==> src/rtl/otter_pkg.sv <==
`default_nettype none
// ============================================================================
// Module : otter_pkg
// Brief  : Shared opcode and control-unit state encodings for the OTTER core.
// Rev    : 1.0
// ============================================================================
package otter_pkg;

    typedef enum logic [6:0] {
        LUI    = 7'b0110111,
        AUIPC  = 7'b0010111,
        JAL    = 7'b1101111,
        JALR   = 7'b1100111,
        BRANCH = 7'b1100011,
        LOAD   = 7'b0000011,
        STORE  = 7'b0100011,
        OP_IMM = 7'b0010011,
        OP     = 7'b0110011
    } opcode_t;

    typedef enum logic [2:0] {
        FETCH  = 3'd0,
        EXEC   = 3'd1,
        MEM_RD = 3'd2,
        WB     = 3'd3,
        MEM_WR = 3'd4,
        TRAP   = 3'd5
    } cu_state_t;

    // Wait counter width; MEM_TIMEOUT never exceeds 255.
    localparam int TMR_W = 8;

endpackage
`default_nettype wire

==> src/rtl/otter_mem_timer.sv <==
`default_nettype none
// ============================================================================
// Module : otter_mem_timer
// Brief  : Memory-ack wait counter; expired flags the last permitted cycle.
// Rev    : 1.0
// ============================================================================
module otter_mem_timer
    import otter_pkg::*;
#(
    parameter int LIMIT = 16,
    parameter int W     = TMR_W
) (
    input  logic clk,
    input  logic rst,
    input  logic clr,
    input  logic en,
    output logic expired
);

    logic [W-1:0] count;

    always_ff @(posedge clk or posedge rst) begin
        if (rst) begin
            count <= '0;
        end else if (clr) begin
            count <= '0;
        end else if (en && !expired) begin
            count <= count + W'(1);
        end
    end

    assign expired = (count == W'(LIMIT - 1));

endmodule
`default_nettype wire

==> src/rtl/otter_cu_fsm.sv <==
`default_nettype none
// ============================================================================
// Module : otter_cu_fsm
// Brief  : Multicycle OTTER sequencer: write strobes, memory requests, traps.
// Rev    : 1.0
// ============================================================================
module otter_cu_fsm
    import otter_pkg::*;
#(
    parameter int MEM_TIMEOUT = 16,
    parameter int INSTRET_W   = 32
) (
    input  logic                 clk,
    input  logic                 rst,
    input  logic [6:0]           opcode,
    input  logic                 imem_ack,
    input  logic                 dmem_ack,
    output logic                 ir_write,
    output logic                 pc_write,
    output logic                 reg_write,
    output logic                 mem_rden1,
    output logic                 mem_rden2,
    output logic                 mem_we2,
    output logic                 illegal,
    output logic                 bus_err,
    output logic [INSTRET_W-1:0] instret
);

    cu_state_t state;
    cu_state_t next_state;
    logic      wait_en;
    logic      expired;
    logic      set_illegal;
    logic      set_bus_err;

    // Any state change restarts the wait count, so each waiting state is entered at zero.
    otter_mem_timer #(
        .LIMIT (MEM_TIMEOUT),
        .W     (TMR_W)
    ) u_timer (
        .clk     (clk),
        .rst     (rst),
        .clr     (next_state != state),
        .en      (wait_en),
        .expired (expired)
    );

    always_ff @(posedge clk or posedge rst) begin
        if (rst) begin
            state   <= FETCH;
            illegal <= 1'b0;
            bus_err <= 1'b0;
            instret <= '0;
        end else begin
            state <= next_state;
            if (set_illegal) illegal <= 1'b1;
            if (set_bus_err) bus_err <= 1'b1;
            if (pc_write)    instret <= instret + INSTRET_W'(1);
        end
    end

    always_comb begin
        next_state  = state;
        ir_write    = 1'b0;
        pc_write    = 1'b0;
        reg_write   = 1'b0;
        mem_rden1   = 1'b0;
        mem_rden2   = 1'b0;
        mem_we2     = 1'b0;
        wait_en     = 1'b0;
        set_illegal = 1'b0;
        set_bus_err = 1'b0;
        // Reset gates every strobe so an abort never leaks a write.
        if (!rst) begin
            case (state)
                FETCH: begin
                    mem_rden1 = 1'b1;
                    if (imem_ack) begin
                        ir_write   = 1'b1;
                        next_state = EXEC;
                    end else begin
                        wait_en = 1'b1;
                        if (expired) begin
                            next_state  = TRAP;
                            set_bus_err = 1'b1;
                        end
                    end
                end
                EXEC: begin
                    case (opcode)
                        OP, OP_IMM, LUI, AUIPC, JAL, JALR: begin
                            reg_write  = 1'b1;
                            pc_write   = 1'b1;
                            next_state = FETCH;
                        end
                        BRANCH: begin
                            pc_write   = 1'b1;
                            next_state = FETCH;
                        end
                        LOAD:    next_state = MEM_RD;
                        STORE:   next_state = MEM_WR;
                        default: begin
                            next_state  = TRAP;
                            set_illegal = 1'b1;
                        end
                    endcase
                end
                MEM_RD: begin
                    mem_rden2 = 1'b1;
                    if (dmem_ack) begin
                        next_state = WB;
                    end else begin
                        wait_en = 1'b1;
                        if (expired) begin
                            next_state  = TRAP;
                            set_bus_err = 1'b1;
                        end
                    end
                end
                WB: begin
                    reg_write  = 1'b1;
                    pc_write   = 1'b1;
                    next_state = FETCH;
                end
                MEM_WR: begin
                    mem_we2 = 1'b1;
                    if (dmem_ack) begin
                        pc_write   = 1'b1;
                        next_state = FETCH;
                    end else begin
                        wait_en = 1'b1;
                        if (expired) begin
                            next_state  = TRAP;
                            set_bus_err = 1'b1;
                        end
                    end
                end
                TRAP:    next_state = TRAP;
                default: next_state = FETCH;
            endcase
        end
    end

    a_one_request: assert property (@(posedge clk) disable iff (rst)
        $onehot0({mem_rden1, mem_rden2, mem_we2}));

    a_trap_cause_exclusive: assert property (@(posedge clk) disable iff (rst)
        !(illegal && bus_err));

endmodule
`default_nettype wire

==> config.mk <==
export PLATFORM = sky130hd
export DESIGN_NAME = otter_cu_fsm
export DESIGN_NICKNAME = d
export VERILOG_FILES = /design/src/rtl/otter_pkg.sv /design/src/rtl/otter_mem_timer.sv /design/src/rtl/otter_cu_fsm.sv
export SDC_FILE = /design/constraint.sdc
export NUM_CORES = 1
export LEC_CHECK = 0
export CORE_ASPECT_RATIO = 0.9
export CORE_MARGIN = 2
export CORE_UTILIZATION = 47
export DETAILED_ROUTE_END_ITERATION = 8
export GPL_TIMING_DRIVEN = 0
export PLACE_DENSITY_LB_ADDON = 0.08
export SLEW_MARGIN = 20
export SYNTH_ARGS = -nofsm -noshare
export SYNTH_HDL_FRONTEND = slang
export SYNTH_SLANG_ARGS = --single-unit
==> constraint.sdc <==
create_clock -name clk -period 2.22 [get_ports clk]
set_input_delay 0.555 -clock clk [delete_from_list [all_inputs] [get_ports clk]]
set_output_delay 0.555 -clock clk [all_outputs]
set_load 0.02 [all_outputs]
; ---- Word-level counts from Yosys, hierarchy flattened
; Index checks and enable logic that the tools add are counted.
[classes]
addsub = 2
multipliers = 0
n_div = 0
magnitude_cmp = 0
eq_ne = 16
shifts = 0
mux = 37
bitwise_logic = 0
n_reduce_logical = 8
[op_table]
columns = cell, count
row1 = adder 32 x 1 -> 32 bit (second input constant), 1
row2 = two-way mux 1 bit, 24
row3 = equality test 7 x 6 -> 1 bit (second input constant), 3
row4 = equality test 7 bit (second input constant), 3
row5 = two-way mux 8 bit, 2
row6 = two-way mux 3 bit, 5
row7 = case mux 3 bit (5 select lines), 1
row8 = equality test 7 x 5 -> 1 bit (second input constant), 2
row9 = case mux 3 bit (3 select lines), 1
row10 = OR reduction 9 bit, 1
row11 = adder 8 x 1 -> 8 bit (second input constant), 1
row12 = equality test 8 x 4 -> 1 bit (second input constant), 1
row13 = equality test 7 x 2 -> 1 bit (second input constant), 1
row14 = OR reduction 7 bit, 1
row15 = equality test 3 x 2 -> 1 bit (second input constant), 2
row16 = equality test 3 bit (second input constant), 2
row17 = case mux 1 bit (2 select lines), 3
row18 = OR reduction 6 bit, 1
row19 = equality test 3 x 1 -> 1 bit (second input constant), 1
row20 = zero test 3 bit, 1
row21 = != test 3 bit, 1
row22 = case mux 1 bit (3 select lines), 1
row23 = nonzero test 2 bit, 1
row24 = OR reduction 2 bit, 1
row25 = other kinds (2), 2
[totals]
regBits = 45
latchBits = 0
ram_bits = 0
rom_bits = 0
input_bits = 11
output_inout_bits = 40
mem_count = 0

; ---- Depth between registers and ports, before layout
; Gate-level depths: netlist of run 1.
[depth]
depth_word = 7
mapped_depth = 7
mapped_depth_nobuf = 6

; ---- By module
; From an unflattened synthesis of run 1, not the netlist that was laid out.
[unflattened]
hier_cells = 264
hier_area_um2 = 2576.2
[modules_own_cells]
columns = module, n_inst, cells_per_inst, area_each_um2, seq_area_each_um2
row1 = otter_cu_fsm, 1, 215, 2108.3, 925.9
row2 = otter_mem_timer, 1, 49, 467.9, 200.2

; ---- Worst setup path after synthesis of run 1
; OpenSTA, ideal clock, no wires.
[synth_path]
path_kind = flip-flop to output port
from = reg state[1]
to = out ir_write
arrival_time_ps = 1821
setup_slack_ps = -156
path_stages_with_launch = 5
path_buffers = 2
path_cell_list = dfrtp_1 clkbuf_1 clkbuf_1 nor4_1 and2_1
[synth_between]
elab_chain_len = 3
[synth_rtl]
columns = item, line_no
row1 = from (decl), otter_cu_fsm.sv:29  ; cu_state_t state;
row2 = from (signal assigned), otter_cu_fsm.sv:55  ; state <= next_state;
row3 = zero test 3 bit, otter_cu_fsm.sv:75  ; case (state)
row4 = two-way mux 1 bit, otter_cu_fsm.sv:75
row5 = two-way mux 1 bit, otter_cu_fsm.sv:74  ; if (!rst) begin
row6 = to (decl), otter_cu_fsm.sv:18  ; output logic ir_write,
; Every way passes these cells.

; ---- Worst setup path after layout of run 1
[layout_path]
from = in opcode[3]
to = out reg_write
[layout_between]
elab_chain_len = 5
[layout_rtl]
columns = item, line_no
row1 = from (decl), otter_cu_fsm.sv:15  ; input logic [6:0] opcode,
row2 = equality test 7 x 6 -> 1 bit (tied with other cells), otter_cu_fsm.sv:90  ; case (opcode)
row3 = OR reduction 6 bit (*), --
row4 = two-way mux 1 bit (*), otter_cu_fsm.sv:90
row5 = case mux 1 bit (2 select lines) (*), otter_cu_fsm.sv:75
row6 = two-way mux 1 bit (*), otter_cu_fsm.sv:74
row7 = to (decl), otter_cu_fsm.sv:20  ; output logic reg_write,
; Every way passes the cells marked *; elsewhere a longest branch is shown, timed or not.

==> impl_metrics.toml, run 1 <==
[sta]
totalNegativeSetupSlack_ns = 0
drv_slew = 0
slew_headroom_pct = 57.30
worstMarginPinSlew_ns = 0.6394
setup_viol_count_final = 0
rsz0062_at_grt = "true"
min_period_ns = 2.171
skew_ns = 0.007229
fin_crit_sh_pct = 97.79
max_freq_mhz = 460.6
hold_viol = 0

[yosys]
synthesis.nets = 284
yosys.area.top_type = "dfrtp_1"
yosysUniqueCellTypes = 51
ys_ff_latch = 45
synth_top_area_share_pct = 44.01
syn_area_um2 = 2559
synthCells = 271
synth-seq-area-share_pct = 44.01
syn_avg_cell_area_um2 = 9.442
synth_area_leaders = "dfrtp_1, xor2_1, xnor2_1"
ys_warn_count = 0

[worst_setup_path]
worstPathRequired_ns = 1.66
start_kind = "input pin"
worstSetupPathType = "in -> out"
cpPeakStageDelay_ns = 0.41
cp_slowest_cell = "or3b_4"
crit_family = "simple AND/OR/NAND/NOR gates"
arrival_ns = 1.62
worstPathCellList = "buf_2, or3b_4, nand2_1, a31oi_1, nor4_2, buf_4"
r2r_start = "u_timer.count[4]"
endpoint_kind = "output pin"
crit_start = "opcode[3]"
cp_num_buf_inv = 2
reg2reg_slack_ns = 0.13
crit_fanout = 6

[run_status]
status = "finished, final reports clean"

[route]
firstDrtPassIters = 4
viasPerCell = 5.636
wire_per_inst_um = 15.01
postRouteAntennaNets = 0
first_iter_violations = 128
routed_wl_mm = 6.018
drcViolationCount = 0
vias = 2260

[place]
hpwlAfterDp_mm = 4.174
port_buffers = 49
gp_congestion = 0.8297
dp.cells = 387
dpl-instance-area_um2 = 3142

[power_and_ir_drop]
p_total_uw = 1953
vdd_drop_max_v = 0.0003349
p_per_area_nw_per_um2 = 583.9
power.static_leakage_uw = 0.001473

[final_layout]
final_core_util_pct = 63.64
drive_above_1_share_pct = 14.37
mostFrequentLayoutCell = "dfrtp_1"
layout_common_cells = "dfrtp_1, clkdlybuf4s50_1, nor3_1, nand2_1, xor2_1"
num_antenna_cells = 0
finalNetCount = 346
postLayoutCellArea_um2 = 3344
area_growth_pct = 30.71
fin_cells = 401

[grt]
grt_pass1_wl_mm = 10.28
overflow = 0
antenna_found_initial = 0
grt_max_degree = 26
grt_pass1_vias = 2149
gr-usage-all-layers_pct = 21.61

[clock_network]
cts_max_level = 2
clockBufferDepth = 2
cts.sinks = 45
clkLatencyLatePin_ns = 0.29
tritoncts = "yes"
root_buffer = "clkbuf_8"
clk_pin_slew_ns = 0.08
numCtsBuffers = 5

[floorplan]
std_cell_rows = 25
coreArea_um2 = 5255
io_pins = 51
start_util_pct = 48.69
dieArea_um2 = 6051
die_h_um = 74.00
fp.dieW_um = 81.78

[run]
max_cap_violations = 0

[min_path]
hold_class = "in -> async"
## through the flow
| step | hold WS [ns] | setup WS (ns) |
|---|---|---|
| 2_1_floorplan | 0.5384 | -0.1565 |
| 3_3_place_gp | 0.4554 | -1.165 |
| 3_5_place_dp | 0.4564 | -1.170 |
| 4_1_cts | 0.3332 | 0.002221 |
| 5_1_grt | 0.3497 | -0.07520 |
| 6_report | 0.3546 | 0.04904 |
## cell usage after synthesis, drive strengths merged
master and n:
dfrtp 45, nor3 28, nand2 22, nor2 21
xor2 21, nand3 16, xnor2 16, inv 12
nand4 9, nor4 9, o21ai 9, and3 6
clkbuf 6, a21oi 4, nand2b 4, a31oi 3
nor2b 3, o211ai 3, a32o 2, and3b 2
buf 2, ha 2, mux2i 2, nand4b 2
o21bai 2, o311ai 2, o31ai 2, a2111oi 1
a211o 1, a211oi 1, a21o 1, a221oi 1
a22oi 1, a41o 1, and2 1, mux2 1
nand3b 1, nand4bb 1, o2111ai 1, o21a 1
o2bb2ai 1, or3b 1, or4 1
## path summary, 6_finish.rpt
check | endpoint | cells past startpoint
max | reg_write | 6
min | u_timer.count[1] | 2
max reg2reg | u_timer.count[2] | 6
min reg2reg | instret[31] | 1
max in group asynchronous | u_timer.count[0] | 2
min in group clk | instret[31] | 1
## cell type report
type | count | area, um^2
Fill cell | 454 | 1911
Multi-Input combinational cell | 206 | 1398
Sequential cell | 45 | 1129
Timing Repair Buffer | 56 | 506.7
Clock buffer | 7 | 86.33
Tap cell | 67 | 83.83
Inverter | 12 | 57.56
Buffer | 6 | 45.04
Clock inverter | 1 | 30.03
Timing Repair inverter | 1 | 8.758
## cell families after synthesis
kind of cell	Yosys count	synth area share (%)
multiplexers	3	1.222
AND/OR/NAND/NOR	127	26.65
flip-flops	45	44.01
XOR/XNOR	37	12.67
AO/OA/AOI/OAI	37	11.25
buffers and inverters	20	3.227
adder cells (fa/ha/maj)	2	0.9778
## layer usage
| layer | routed length (um) | share of wire, % | up-vias | GRT usage, % |
|---|---|---|---|---|
| met5 | 0 | 0 | - | 0 |
| met4 | 37 | 0.61 | 0 | 5.741 |
| met3 | 291 | 4.8 | 4 | 3.762 |
| met2 | 2720 | 45 | 69 | 31.98 |
| met1 | 2968 | 49 | 1087 | 32.89 |
| li1 | - | - | 1100 | - |
## sequential cells by signal, summed over array words and instances (netlist names)
register       flops
instret           32
u_timer.count      8
state              3
bus_err            1
illegal            1
## power by group
| group | internal [uW] | leakage, uW | total, uW | switching, uW |
|---|---|---|---|---|
| clock | 367 | 0.0000585 | 629 | 262 |
| combinational | 170 | 0.000827 | 392 | 223 |
| sequential | 865 | 0.000587 | 931 | 66.0 |
## repair_timing
action / 4_1_cts / 5_1_grt
setup buffers: 4 / 3
cloned: 1 / 0
hold buffers: 0 / 0
setup endpoints to repair: 40 / 13
pin swaps: 5 / 4
resized for setup: 53 / 14
Note: power is estimated with default switching activity, not from simulation.
==> run 2: changes to the inputs <==
GPL_TIMING_DRIVEN = unset   (was 0)
==> impl_metrics.toml, run 2 (same netlist as run 1, synthesis figures left out) <==
[clock_network]
tritoncts = "yes"
clockBufferDepth = 2
postCtsSetupBuffers = 0
clkLatencyLatePin_ns = 0.30
cts_max_level = 2
clk_pin_slew_ns = 0.09
numCtsBuffers = 5
root_buffer = "clkbuf_8"
cts.sinks = 45

[worst_setup_path]
cp_num_buf_inv = 2
cp_slowest_cell = "or3b_4"
worstSetupPathType = "in -> out"
arrival_ns = 1.64
cpPeakStageDelay_ns = 0.42
crit_fanout = 2
worstPathCellList = "buf_6, or3b_4, nand2_4, a31oi_4, nor4_2, buf_2"
worstPathRequired_ns = 1.66
crit_family = "simple AND/OR/NAND/NOR gates"
endpoint_kind = "output pin"
start_kind = "input pin"

[sta]
hold_viol = 0
skew_ns = 0.01050
drv_slew = 0
setup_viol_count_final = 0
fin_crit_sh_pct = 99.03
totalNegativeSetupSlack_ns = 0
rsz0062_at_grt = "true"
worstMarginPinSlew_ns = 0.5488
min_period_ns = 2.199
slew_headroom_pct = 63.25
max_freq_mhz = 454.8

[grt]
grt_pass1_vias = 2189
antenna_found_initial = 0
overflow = 0
grt_pass1_wl_mm = 10.26
gr-usage-all-layers_pct = 21.88
grt_max_degree = 32

[final_layout]
area_growth_pct = 37.90
fill_cells = 439
fin_cells = 428
multiInputGateArea_um2 = 1405
largest_reg_flops = 32
largest_register = "instret"
finalNetCount = 373
reg_top3 = "instret: 32 flops, u_timer.count: 8 flops, state: 3 flops"
drive_above_1_share_pct = 21.61
final_core_util_pct = 67.14
postLayoutCellArea_um2 = 3528
mostFrequentLayoutCell = "dfrtp_1"
layout_common_cells = "dfrtp_1, buf_4, clkdlybuf4s50_1"
seqCellArea_um2 = 1126
num_antenna_cells = 0

[run_status]
status = "finished, final reports clean"

[route]
routed_wl_mm = 6.086
postRouteAntennaNets = 0
firstDrtPassIters = 4
drcViolationCount = 0
wire_per_inst_um = 14.22
first_iter_violations = 102
vias = 2322
viasPerCell = 5.425

[floorplan]
io_pins = 51
dieArea_um2 = 6051
die_h_um = 74.00
start_util_pct = 48.69
std_cell_rows = 25
fp.dieW_um = 81.78
coreArea_um2 = 5255

[power_and_ir_drop]
p_sw_share_pct = 31.04
vdd_drop_max_v = 0.0003309
p_per_area_nw_per_um2 = 535.2
clkPwrFrac_pct = 27.7
power.static_leakage_uw = 0.001593
p_int_uw = 1302
p_total_uw = 1888
p_switching_uw = 586.1
seq_power_share_pct = 49.4
p_comb_share_pct = 22.9

[place]
port_buffers = 50
hpwlAfterDp_mm = 4.653
dp.cells = 420
dpl-instance-area_um2 = 3415
gp_congestion = 0.8535

[run]
max_cap_violations = 0

[min_path]
hold_class = "reg -> reg"
[run 2: cell types whose count changed in the layout (fill, tap and decap cells not counted), moves of 2 or more]
cell,previous run,this run
dfrtp_1,43,45
buf_6,2,5
dfrtp_2,2,0
buf_4,12,39
dlygate4sd2_1,5,2
clkdlybuf4s50_1,35,37
clkbuf_1,2,0
[run 2: final cells by class]
class | instances | area share [%]
clock buffer | 5 | 1.950
clock inverter | 3 | 0.7092
inverter | 12 | 1.348
multi-input combinational | 206 | 39.82
sequential | 45 | 31.91
tap | 67 | 2.376
timing repair buffer | 90 | 21.88
[run 2: final timing paths]
path / start / endpoint / slack (ns) / cells past startpoint
worst max-delay path: opcode[3] / reg_write / 0.02 / 6
worst min-delay path: instret[31] / instret[31] / 0.48 / 1
worst max register to register: u_timer.count[5] / u_timer.count[7] / 0.25 / 7
worst min register to register: instret[31] / instret[31] / 0.48 / 1
max in group asynchronous: rst / state[0] / 1.05 / 4
min in group asynchronous: rst / illegal / 0.76 / 4
[run 2: stage by stage]
| stage | worst slack, ns | hold slack [ns] |
|---|---|---|
| 6_report | 0.02146 | 0.4768 |
| 5_1_grt | -0.03133 | 0.4958 |
| 4_1_cts | -0.02853 | 0.4823 |
| 3_5_place_dp | -0.7552 | 0.4606 |
| 3_3_place_gp | -0.7376 | 0.4553 |
| 2_1_floorplan | -0.1565 | 0.5384 |
[run 2: repair_timing]
action	4_1_cts	5_1_grt
hold buffers	0	0
pin swaps	6	6
endpoints found under the setup margin	12	6
resized for setup	38	21
[run 2: power groups by stage]
stage	Sequential [uW]	Clock (uW)	Combinational (uW)
floorplan	966	0	198
finish	933	523	432
detailed placement	948	0	430
CTS	933	530	431
global route	944	576	474
global placement	945	0	422
[run 2: per-layer routing]
layer	part of all wire [%]	up-vias	GRT usage, %
met3	4.0	4	4.248
met2	48	51	35.41
met5	0	-	0
li1	-	1154	-
met1	48	1113	30.94
met4	0.66	0	4.444
==> run 3: changes to the inputs <==
REMOVE_ABC_BUFFERS = 1   (was unset)
==> impl_metrics.toml, run 3 (same netlist as run 1, synthesis figures left out) <==
[clock_network]
numCtsBuffers = 5
cts_max_level = 2
root_buffer = "clkbuf_8"
clockBufferDepth = 2
clk_pin_slew_ns = 0.09
clkLatencyLatePin_ns = 0.29
cts.sinks = 45
tritoncts = "yes"

[min_path]
hold_class = "reg -> reg"

[place]
dp.cells = 421
hpwlAfterDp_mm = 4.625
port_buffers = 50
gp_congestion = 0.8353

[final_layout]
reg_top3 = "instret: 32 flops, u_timer.count: 8 flops, state: 3 flops"
fin_cells = 433
drive_above_1_share_pct = 20.49
fill_cells = 445
layout_common_cells = "dfrtp_1, buf_4, clkdlybuf4s50_1"
finalNetCount = 378
area_growth_pct = 40.24
largest_register = "instret"
largest_reg_flops = 32
num_antenna_cells = 0

[worst_setup_path]
worstPathCellList = "buf_2, buf_4, buf_4, nand4bb_1, a31oi_4, o21ai_2, inv_2, buf_6"
cpPeakStageDelay_ns = 0.22
worstPathRequired_ns = 1.66
arrival_ns = 1.58
crit_top_cell = "buf_4"
crit_fanout = 2
start_kind = "input pin"
endpoint_kind = "output pin"
worstSetupPathType = "in -> out"
cp_slowest_cell = "nand4bb_1"

[sta]
worstMarginPinSlew_ns = 0.5727
min_period_ns = 2.138
setup_viol_count_final = 0
slew_headroom_pct = 61.65
max_freq_mhz = 467.8
holdWs_ns = 0.4709
skew_ns = 0.008688
hold_viol = 0
rsz0062_at_grt = "false"
fin_crit_sh_pct = 96.30
drv_slew = 0

[grt]
antenna_found_initial = 0
overflow = 0
grt_pass1_wl_mm = 10.28
gr-usage-all-layers_pct = 21.72
grt_max_degree = 32
grt_pass1_vias = 2235

[route]
wire_per_inst_um = 14.53
first_iter_violations = 123
postRouteAntennaNets = 0
viasPerCell = 5.508
firstDrtPassIters = 4
vias = 2385
drcViolationCount = 0
routed_wl_mm = 6.292

[floorplan]
fp.dieW_um = 81.78
io_pins = 51
die_h_um = 74.00
start_util_pct = 48.69
dieArea_um2 = 6051
std_cell_rows = 25
coreArea_um2 = 5255

[power_and_ir_drop]
power.static_leakage_uw = 0.001646
p_sw_share_pct = 27.22
p_switching_uw = 575.0
p_comb_share_pct = 20.8
seq_power_share_pct = 44.2
vdd_drop_max_v = 0.0003531
p_per_area_nw_per_um2 = 588.7
p_int_uw = 1538
clkPwrFrac_pct = 35.0

[run_status]
status = "finished, final reports clean"

[run]
max_cap_violations = 0
run 3: cell count changes in the layout (fill, tap and decap cells not counted), sizes merged, moves of 2 or more:
cell,previous run,this run
buf,48,50
bufinv,0,2
clkbuf,8,5
clkdlybuf4s15,0,2
clkdlybuf4s50,37,35
dlygate4sd2,2,7
run 3: path summary, 6_finish.rpt:
kind | start | endpoint | slack (ns) | depth (start not counted)
max | opcode[4] | pc_write | 0.08 | 8
min | instret[31] | instret[31] | 0.47 | 1
max reg2reg | state[2] | u_timer.count[1] | 0.26 | 7
min reg2reg | instret[31] | instret[31] | 0.47 | 1
max in group asynchronous | rst | state[0] | 1.28 | 3
min in group asynchronous | rst | state[1] | 0.49 | 3
run 3: routing by layer:
metal / up-vias / GRT usage [%] / part of all wire, %
li1: 1167 / - / -
met1: 1139 / 31.62 / 48
met2: 71 / 33.60 / 46
met3: 8 / 4.612 / 4.8
met4: 0 / 4.815 / 0.99
met5: - / 0 / 0
run 3: power groups by stage:
stage / logic (uW) / registers, uW / clock network (uW)
final: 440 / 934 / 739
after global routing: 478 / 941 / 785
after CTS: 439 / 933 / 748
after detailed placement: 441 / 948 / 0
after global placement: 434 / 947 / 0
after floorplan: 170 / 982 / 0
run 3: what timing repair did:
action / CTS / global route
setup endpoints to repair: 20 / 4
setup buffers: 3 / 1
hold buffers: 0 / 0
gates resized for setup: 35 / 5
pin swaps: 8 / 3
run 3: critical path, delay by kind of cell:
kind / cells / cell delay [ns]
AOI/OAI and AO/OA: 2 / 0.27
and+or+nand+nor: 1 / 0.22
buffers and inverters: 5 / 0.52
run 3: final cells by class:
type | instances | area (um^2) | share of cell area [%]
Clock buffer | 5 | 68.82 | 1.918
Clock inverter | 3 | 68.82 | 1.918
Inverter | 12 | 45.04 | 1.255
Multi-Input combinational cell | 206 | 1363 | 37.97
Sequential cell | 45 | 1127 | 31.42
Tap cell | 67 | 83.83 | 2.336
Timing Repair Buffer | 95 | 832.0 | 23.19
run 3: through the flow:
step | utilization (%) | total power, uW | setup TNS (ns) | setup WS, ns | cell area (um^2)
finish | 68.29 | 2113 | 0 | 0.08219 | 3588
global route | 68.29 | 2205 | 0 | 0.00004097 | 3588
CTS | 68.00 | 2120 | -0.02069 | -0.02069 | 3573
detailed placement | 65.19 | 1389 | -12.36 | -0.7744 | 3426
global placement | 65.19 | 1381 | -11.98 | -0.7505 | 3426
floorplan | - | 1152 | -0.2185 | -0.1106 | 2521
